## src/rtl/mem_bus_arbiter.sv

```systemverilog
// Two-port round-robin arbiter and access sequencer for the shared memory bus.
// Each grant runs IDLE -> ACCESS (WAIT_CYCLES+1 strobe cycles) -> DONE (turnaround) -> IDLE.
module mem_bus_arbiter #(
   parameter int AW          = 8,
   parameter int DW          = 8,
   parameter int WAIT_CYCLES = 1
) (
   input  logic          clk1,
   input  logic          rst,
   input  logic          req0,
   input  logic          we0,
   input  logic [AW-1:0] addr0,
   input  logic [DW-1:0] wdata0,
   output logic          gnt0,
   output logic          done0,
   input  logic          req1,
   input  logic          we1,
   input  logic [AW-1:0] addr1,
   input  logic [DW-1:0] wdata1,
   output logic          gnt1,
   output logic          done1,
   output logic [DW-1:0] rdata,
   output logic          busy,
   output logic          mem_cs,
   output logic          mem_rd,
   output logic          mem_wr,
   output logic [AW-1:0] mem_addr,
   output logic [DW-1:0] mem_wdata,
   input  logic [DW-1:0] mem_rdata
);

   typedef enum logic [1:0] {
      ST_IDLE   = 2'd0,
      ST_ACCESS = 2'd1,
      ST_DONE   = 2'd2
   } state_e;

   localparam logic [3:0] WAIT_LD = 4'(WAIT_CYCLES);

   state_e        state_q, state_d;
   logic [3:0]    cnt_q, cnt_d;
   logic          ptr_q, ptr_d;          // last granted port: 1'b1 = port 1
   logic          gnt0_q, gnt0_d;
   logic          gnt1_q, gnt1_d;
   logic          done0_q, done0_d;
   logic          done1_q, done1_d;
   logic          busy_q, busy_d;
   logic          cs_q, cs_d;
   logic          rd_q, rd_d;
   logic          wr_q, wr_d;
   logic [AW-1:0] addr_q, addr_d;
   logic [DW-1:0] wdata_q, wdata_d;
   logic [DW-1:0] rdata_q, rdata_d;
   logic          win1_s;
   logic          win_we_s;

   // State and output registers
   always_ff @(posedge clk1 or negedge rst) begin
      if (!rst) begin
         state_q <= ST_IDLE;
         cnt_q   <= 4'd0;
         ptr_q   <= 1'b1;
         gnt0_q  <= 1'b0;
         gnt1_q  <= 1'b0;
         done0_q <= 1'b0;
         done1_q <= 1'b0;
         busy_q  <= 1'b0;
         cs_q    <= 1'b0;
         rd_q    <= 1'b0;
         wr_q    <= 1'b0;
         addr_q  <= {AW{1'b0}};
         wdata_q <= {DW{1'b0}};
         rdata_q <= {DW{1'b0}};
      end else begin
         state_q <= state_d;
         cnt_q   <= cnt_d;
         ptr_q   <= ptr_d;
         gnt0_q  <= gnt0_d;
         gnt1_q  <= gnt1_d;
         done0_q <= done0_d;
         done1_q <= done1_d;
         busy_q  <= busy_d;
         cs_q    <= cs_d;
         rd_q    <= rd_d;
         wr_q    <= wr_d;
         addr_q  <= addr_d;
         wdata_q <= wdata_d;
         rdata_q <= rdata_d;
      end
   end

   // Next-state, arbitration and strobe sequencing
   always_comb begin
      state_d  = state_q;
      cnt_d    = cnt_q;
      ptr_d    = ptr_q;
      gnt0_d   = gnt0_q;
      gnt1_d   = gnt1_q;
      done0_d  = done0_q;
      done1_d  = done1_q;
      busy_d   = busy_q;
      cs_d     = cs_q;
      rd_d     = rd_q;
      wr_d     = wr_q;
      addr_d   = addr_q;
      wdata_d  = wdata_q;
      rdata_d  = rdata_q;
      // On a tie the port that was not granted last wins
      win1_s   = req1 & (~req0 | ~ptr_q);
      win_we_s = win1_s ? we1 : we0;

      case (state_q)
         ST_IDLE: begin
            if (req0 | req1) begin
               addr_d  = win1_s ? addr1 : addr0;
               wdata_d = win1_s ? wdata1 : wdata0;
               cs_d    = 1'b1;
               rd_d    = ~win_we_s;
               wr_d    = win_we_s;
               gnt0_d  = ~win1_s;
               gnt1_d  = win1_s;
               busy_d  = 1'b1;
               cnt_d   = WAIT_LD;
               ptr_d   = win1_s;
               state_d = ST_ACCESS;
            end else begin
               state_d = ST_IDLE;
            end
         end
         ST_ACCESS: begin
            if (cnt_q != 4'd0) begin
               cnt_d = cnt_q - 4'd1;
            end else begin
               if (rd_q) begin
                  rdata_d = mem_rdata;
               end else begin
                  rdata_d = rdata_q;
               end
               done0_d = gnt0_q;
               done1_d = gnt1_q;
               cs_d    = 1'b0;
               rd_d    = 1'b0;
               wr_d    = 1'b0;
               state_d = ST_DONE;
            end
         end
         ST_DONE: begin
            done0_d = 1'b0;
            done1_d = 1'b0;
            gnt0_d  = 1'b0;
            gnt1_d  = 1'b0;
            busy_d  = 1'b0;
            state_d = ST_IDLE;
         end
         default: begin
            done0_d = 1'b0;
            done1_d = 1'b0;
            gnt0_d  = 1'b0;
            gnt1_d  = 1'b0;
            busy_d  = 1'b0;
            cs_d    = 1'b0;
            rd_d    = 1'b0;
            wr_d    = 1'b0;
            state_d = ST_IDLE;
         end
      endcase
   end

   assign gnt0      = gnt0_q;
   assign gnt1      = gnt1_q;
   assign done0     = done0_q;
   assign done1     = done1_q;
   assign busy      = busy_q;
   assign mem_cs    = cs_q;
   assign mem_rd    = rd_q;
   assign mem_wr    = wr_q;
   assign mem_addr  = addr_q;
   assign mem_wdata = wdata_q;
   assign rdata     = rdata_q;

endmodule
```

## config.mk

```make
export PLATFORM = sky130hd
export DESIGN_NAME = mem_bus_arbiter
export DESIGN_NICKNAME = d
export VERILOG_FILES = /design/src/rtl/mem_bus_arbiter.sv
export SDC_FILE = /design/constraint.sdc
export NUM_CORES = 1
export LEC_CHECK = 0
export CAP_MARGIN = 20
export CORE_MARGIN = 3
export CORE_UTILIZATION = 35
export CTS_CLUSTER_DIAMETER = 40
export DETAILED_ROUTE_END_ITERATION = 8
export PLACE_DENSITY = 0.68
export SYNTH_ARGS = -nofsm -noshare
export SYNTH_HDL_FRONTEND = slang
export SYNTH_SLANG_ARGS = --single-unit
export TNS_END_PERCENT = 50
```

## constraint.sdc

```tcl
create_clock -name clk1 -period 3.41 [get_ports clk1]
set_input_delay 0.5115 -clock clk1 [delete_from_list [all_inputs] [get_ports clk1]]
set_output_delay 0.5115 -clock clk1 [all_outputs]
set_load 0.02 [all_outputs]
```

After elaboration in Yosys (flattened, before gate mapping)
Index checks and enable logic that the tools add are counted.

Bits in registers: 39. Input bits: 46.

$add $sub $neg: 1. Equal/unequal tests: 5. Muxes and demuxes: 25. Bitwise logic cells: 11. Reduce and logical (&&, ||, !) cells: 9.

Operators with widths (count): 8-bit two-way mux (2); 1-bit two-way mux (10); 1-bit case mux with 2 select lines (5); 1-bit case mux with 3 select lines (3); 3-bit AND reduction (3); 4-bit two-way mux (2); 1-bit NOT (8); 4-bit case mux with 2 select lines (1); 2-bit != test, second input constant (3); 2-bit AND reduction (3); 2-bit case mux with 2 select lines (1); 4-bit nonzero test (1); 4-bit by 1-bit subtractor with 4-bit output, second input constant (1); 2-bit by 1-bit equality test with 1-bit output, second input constant (1); 2-bit equality test, second input constant (1); 2-bit logical NOT (1); 2-bit two-way mux (1); 1-bit OR (2); 2-bit nonzero test (1); 1-bit AND (1).

Depth between registers and ports, before layout
Gate-level depths: netlist of the first run.

Depth after elaboration: 7. Gate-level depth with buffers: 6. Gate-level depth less buffers: 5.

Least setup slack after synthesis of the first run
No wires, ideal clock.

Path kind: register -> register. Start: register cnt_q[0]. End: register rdata_q[0], in the netlist rdata[0]. Library setup time: 125 ps. Data arrival time: 1511 ps. Data required time: 3285 ps. Path slack: 1775 ps. Cell stages (with the launch flop): 7. Period minus slack after synthesis: 1635 ps. Cells stage by stage: dfrtp_1 inv_1 ha_1 nor3b_1 and3_1 buf_4 mux2_2.

Word-level cells in the longest chain between the ends: 3.

Ends and longest elaborated chain: start: declaration (line 41) `logic [3:0] cnt_q, cnt_d;`; start signal: assignment (line 76) `cnt_q <= cnt_d;`; 4-bit nonzero test (line 131) `if (cnt_q != 4'd0) begin`; 1-bit NOT (no line); 3-bit AND reduction (no line); end signal: assignment (line 73) `rdata_q <= {DW{1'b0}};`; end signal: assignment (line 88) `rdata_q <= rdata_d;`; end: declaration (line 53) `logic [DW-1:0] rdata_q, rdata_d;`.

No other way between the ends. A chain may end at the register's enable or synchronous reset.

Worst setup path after layout of the first run
Start: input req0. End: register wdata_q[6], in the netlist mem_wdata[6].

Word-level cells in the longest chain between the ends: 4.

Ends and longest elaborated chain: start: declaration (line 10) `input logic req0,`; 1-bit NOT (line 109) `win1_s = req1 & (~req0 | ~ptr_q);`; 1-bit OR (line 109); 1-bit AND (line 109); 8-bit two-way mux (line 116) `wdata_d = win1_s ? wdata1 : wdata0;`; end signal: assignment (line 72) `wdata_q <= {DW{1'b0}};`; end signal: assignment (line 87) `wdata_q <= wdata_d;`; end: declaration (line 52) `logic [DW-1:0] wdata_q, wdata_d;`.

Parallel ways exist; a longest one is shown, timed or not.

==> results of run 1 <==
-- stage by stage --
step | setup slack (ns) | cell area [um^2] | total power, mW | instances
after floorplan | 1.775 | 1800 | 1.507 | 158
after global placement | 1.170 | 2616 | 2.020 | 295
after detailed placement | 1.114 | 2616 | 2.044 | 295
after CTS | 1.420 | 2698 | 2.347 | 303
after global routing | 1.279 | 2698 | 2.496 | 303
final | 1.423 | 2698 | 2.320 | 303
-- cells by family (layout without fill, tap and decap cells) --
group | count (synthesis) | in the layout
AOI/OAI and AO/OA | 52 | 52
and+or+nand+nor | 24 | 24
adders and majority gates | 1 | 1
buffers and inverters | 14 | 92
muxes | 28 | 28
DFF | 39 | 39
-- final cells by class --
type | instances | share of cell area (%)
clock inverter | 1 | 0.1855
inverter | 4 | 0.5566
sequential | 39 | 36.22
multi-input combinational | 105 | 27.88
timing repair buffer | 80 | 29.22
clock buffer | 7 | 2.829
tap | 67 | 3.108
-- placed cells by master (no fill, tap or decap), types with 2 or more instances in the layout --
master / count
clkdlybuf4s50_1: 76
dfrtp_1: 38
o21ai_0: 35
mux2i_1: 18
mux2_2: 9
nor2_1: 7
clkbuf_8: 5
inv_1: 4
nand3_1: 4
a21oi_1: 3
buf_4: 3
nand2b_1: 2
o211ai_1: 2
o21a_1: 2
clkbuf_1: 2
-- synth_stat cells, drive strengths merged, types with 3 or more instances --
library cell	count	area, um^2
dfrtp	38	950.9
o21ai	36	180.2
mux2i	18	180.2
mux2	10	116.4
nor2	7	26.28
buf	5	36.28
clkbuf	5	20.01
inv	4	15.01
nand3	4	20.02
a21oi	3	15.01
-- per-layer routing --
metal  track usage, %  up-vias  share of wire (%)
met4            5.338        0               0.98
li1                 -      725                  -
met1            21.21      712                 46
met3            6.032        7                8.9
met5                0        -                  0
met2            23.89       66                 44
-- power by group through the flow --
stage / Combinational, mW / Clock (mW) / Sequential [mW]
after floorplan: 0.499 / 0 / 1.01
after global placement: 1.19 / 0 / 0.826
after detailed placement: 1.21 / 0 / 0.837
after CTS: 1.21 / 0.306 / 0.834
after global routing: 1.30 / 0.326 / 0.868
final: 1.19 / 0.298 / 0.831
-- worst register-to-register path: cells and delay by family, from the launching register on --
kind                     cells  cell delay (ns)
adder cells (fa/ha/maj)      1             0.20
buffers and inverters        1             0.08
flip-flops                   1             0.38
multiplexers                 1             0.38
AND/OR/NAND/NOR              2             0.77
-- path summary, 6_finish.rpt --
path	from	endpoint	slack (ns)	depth (start not counted)
setup / recovery	req0	mem_wdata[6]	1.42	5
hold / removal	rst	cnt_q[2]	0.34	1
setup reg to reg	cnt_q[0]	rdata[0]	1.50	5
hold reg to reg	rdata[7]	rdata[7]	0.51	1
max in group asynchronous	rst	state_q[0]	2.52	1
min in group clk1	rdata[7]	rdata[7]	0.51	1
-- flip-flops by register name, summed over array words and instances (netlist names) --
register and flops:
mem_addr 8, mem_wdata 8, rdata 8, cnt_q 4, state_q 2, busy 1, done0 1, done1 1
gnt0 1, gnt1 1, mem_cs 1, mem_rd 1, mem_wr 1, ptr_q 1
==> flow_summary.yaml, run 1 <==
logic_synthesis:
  yosys_warnings: 0
  ys.flop_type: "dfrtp_1"
  syn-num-nets: 205
  async_flop_share_pct: 100.0
  postSynthCellCount: 158
  seq_area_frac_synth_pct: 54.27
  yosys.area_share.simple_pct: 8.061
  synth_edf_count: 0
  synth.area.mux_share_pct: 16.47
  synth.distinct_cells: 40
  synth_seq_cells: 39
  synth_top_family_by_area: "compound AO/OA/AOI/OAI gates"
  synth_fa_ha_area_share_pct: 0.6949
  synth-xor-area-share_pct: 0
  avgSynthCellArea_um2: 11.40
  synth-compound-area-share_pct: 16.54
  syn-cell-area_um2: 1800
power:
  peakVddDrop_mv: 0.4023
  power.static_leakage_nw: 1.179
  clock_power_share_pct: 12.8
  p_int_mw: 1.417
  switching_share_pct: 38.91
  combPwrFrac_pct: 51.4
  p_per_area_nw_per_um2: 860.1
  p_seq_share_pct: 35.8
  p_sw_mw: 0.9028
layout:
  multi_input_area_um2: 752.0
  final_core_util_pct: 55.64
  nets: 282
  fillers: 465
  regArea_um2: 977.2
  diodes: 0
  drive_gt1_share_pct: 10.59
  synthToLayoutAreaGrowth_pct: 49.83
sta:
  clock.fmax_mhz: 503.2
  hold_slack_ns: 0.3380
  fin_tns_setup_ns: 0
  setup_viol: 0
  finalHoldViolCount: 0
  fin_crit_ns: 1.987
  skew_ns: 0.006730
  worstMarginPinSlew_ns: 0.8713
  relSlewSlack_pct: 41.92
  rsz0062_at_grt: "no"
  maxSlewViolCount: 0
  period_share_pct: 58.28
clocking:
  cts_setup_buffers: 0
  cts-resized-gates: 0
  root_buffer: "clkbuf_8"
  htree_num_levels: 2
  clk_latency_ns: 0.29
  numCtsBuffers: 5
  cts_buffer_depth: 2
  cts_hold_buf: 0
  clk_pin_slew_worst_paths_ns: 0.07
  clock_sinks: 39
  cts_tree: "built"
job:
  max_cap_violations: 0
route:
  drt-wirelength-per-cell_um: 14.85
  vias: 1510
  avgViaCountPerCell: 4.983
  drtAntennaViolNets: 0
  route.detailed.drc: 0
  firstDrtPassIters: 4
  drt_wl_total_mm: 4.500
  drt_iter0_drc: 95
placed_design:
  hpwl_mm: 3.214
  io_buffer_count: 77
  globalplace.congestion: 0.7851
floorplan:
  fp.dieW_um: 77.73
  die_area_um2: 6041
  num_rows: 25
  die_h_um: 77.73
  coreArea_um2: 4848
  initial_core_util_pct: 37.14
  io_pins: 78
global_route:
  grt_max_degree: 40
  grt_pass1_wl_mm: 7.631
  grt_remaining_overflow: 0
  antenna_found_initial: 0
  track_usage_pct: 15.97
  grt_pass1_vias: 1554
critical_path:
  crit_type: "input port to flop"
  worst_path_dominant_cell_family: "buffers and inverters"
  slowest_delay_ns: 0.56
  critical_path_buf_inv_count: 2
  worst_setup_path_end_kind: "flop"
  worstPathRequired_ns: 3.58
  cp-start-kind: "input port"
  cp_cell_sequence: "clkdlybuf4s50_1 -> a21bo_1 -> buf_4 -> mux2i_1 -> o21ai_0"
  arrival_ns: 2.16
  slowest_stage: "clkdlybuf4s50_1"
  worstPathMaxFanout: 10
hold_path:
  min_path_type: "input port to async pin"
status:
  status: "complete, no violations"
Note: power is estimated with default switching activity, not from simulation.
==> run 2: changes to the inputs <==
==> constraint.sdc (replaced) <==
create_clock -name clk1 -period 2.05 [get_ports clk1]
set_input_delay 0.3075 -clock clk1 [delete_from_list [all_inputs] [get_ports clk1]]
set_output_delay 0.3075 -clock clk1 [all_outputs]
set_load 0.02 [all_outputs]
==> run 2 against run 1 <==
Net effect: first-iteration DRC count is 37% higher; die area stayed put; utilization is 2.1 points higher; critical path depth stayed put; total power is 78% higher; non-clock buffer count is 6 higher; combinational power is 70% higher; flip-flop and latch count stayed put; largest power group unchanged; highest routed layer unchanged.
==> flow_summary.yaml, run 2 (synthesis gave the netlist of run 1 again) <==
status:
  status: "complete, no violations"
critical_path:
  cp-start-kind: "flop"
  rr_endpoint: "rdata[1]"
  crit_type: "flop to flop"
  r2r_slack_ns: 0.22
  worstPathMaxFanout: 8
  worst_r2r_path_depth: 5
  timing.rr.start: "cnt_q[0]"
  critPathLaunch: "cnt_q[0]"
  worstPathRequired_ns: 2.23
  worst_setup_path_end_kind: "flop"
  arrival_ns: 2.01
  crit_path_end: "rdata[1]"
route:
  vias: 1498
  avgViaCountPerCell: 4.848
  drt_iter0_drc: 130
  drt_wl_total_mm: 4.325
  drt-wirelength-per-cell_um: 14.00
  drtAntennaViolNets: 0
  firstDrtPassIters: 4
  route.detailed.drc: 0
layout:
  instances_no_fill: 309
  final_core_util_pct: 57.70
  final_cell_mix: "76 x clkdlybuf4s50_1, 38 x dfrtp_1, 35 x o21ai_0"
  diodes: 0
  synthToLayoutAreaGrowth_pct: 55.39
  nets: 288
  fin_area_um2: 2798
  final_common_cell: "clkdlybuf4s50_1"
  drive_gt1_share_pct: 13.22
power:
  finalPower_mw: 4.139
  power.static_leakage_nw: 1.230
  peakVddDrop_mv: 0.7067
  p_per_area_nw_per_um2: 1479
sta:
  relSlewSlack_pct: 65.57
  period_share_pct: 89.28
  finalHoldViolCount: 0
  fin_crit_ns: 1.830
  fin_tns_setup_ns: 0
  clock.fmax_mhz: 546.4
  setup_ws_ns: 0.2199
  rsz0062_at_grt: "no"
  skew_ns: 0.009507
  worstMarginPinSlew_ns: 0.5165
  setup_viol: 0
  hold_slack_ns: 0.5028
  maxSlewViolCount: 0
floorplan:
  num_rows: 25
  fp.dieW_um: 77.73
  initial_core_util_pct: 37.14
  io_pins: 78
  coreArea_um2: 4848
  die_h_um: 77.73
  die_area_um2: 6041
clocking:
  htree_num_levels: 2
  root_buffer: "clkbuf_8"
  clk_latency_ns: 0.30
  numCtsBuffers: 5
  cts_tree: "built"
  clk_pin_slew_worst_paths_ns: 0.08
  clock_sinks: 39
  cts_setup_buffers: 0
  cts_buffer_depth: 2
job:
  max_cap_violations: 0
global_route:
  grt_pass1_wl_mm: 7.113
  grt_pass1_vias: 1490
  antenna_found_initial: 0
  grt_max_degree: 24
  grt_remaining_overflow: 0
  track_usage_pct: 15.14
hold_path:
  min_path_type: "flop to flop"
placed_design:
  globalplace.congestion: 0.7720
  io_buffer_count: 77
  placed_area_um2: 2654
  placed_cells: 300
  dp_slack_ns: 0.1237
  hpwl_mm: 3.276
[run 2: changes by cell type in the layout (fill, tap and decap cells not counted)]
cell / change
buf_4: +5
clkbuf_1: -1
clkinv_2: -1
and3_1: -1
and3_2: +1
bufinv_16: +2
dlygate4sd3_1: +1
[run 2: layer usage]
| layer | GRT usage, % | up-vias | wire length [um] |
|---|---|---|---|
| met5 | 0 | - | 0 |
| met4 | 6.406 | 0 | 62 |
| met3 | 6.148 | 7 | 410 |
| met2 | 22.09 | 64 | 1888 |
| met1 | 19.76 | 690 | 1963 |
| li1 | - | 737 | - |
[run 2: final cells by class]
class | count | area (um^2)
flip-flops and latches | 39 | 977.2
fillers | 414 | 2051
inverters | 4 | 15.01
clock inverters | 2 | 60.06
multi-input cells | 105 | 753.2
clock buffers | 6 | 72.57
well taps | 67 | 83.83
repair buffers | 86 | 835.8
[run 2: worst min-delay path by stage]
| stage | start | end | cells past startpoint |
|---|---|---|---|
| 6_report | mem_addr[4] | mem_addr[4] | 2 |
| 5_1_grt | mem_wdata[4] | mem_wdata[4] | 2 |
| 4_1_cts | mem_addr[2] | mem_addr[2] | 2 |
| 3_5_place_dp | rst | rdata[7] | 1 |
| 3_3_place_gp | rst | cnt_q[3] | 1 |
| 2_1_floorplan | rst | busy | 0 |
[run 2: power breakdown]
part	total (mW)	switching [mW]	leakage [nW]	internal, mW
clock	0.759	0.273	0.0654	0.487
sequential	1.36	0.227	0.480	1.14
combinational	2.02	1.01	0.684	1.00
[run 2: repair_timing]
action,CTS,global route
hold buffers,1,0
resized for setup,0,1
endpoints found under the setup margin,0,5
endpoints found under the hold margin,20,0
[run 2: worst max-delay path, cell delays in order, from the launching register on]
cell and delay (ns):
dfrtp_1 0.38, inv_1 0.08, ha_1 0.21, nor3b_1 0.32, and3_2 0.37, mux2_2 0.36
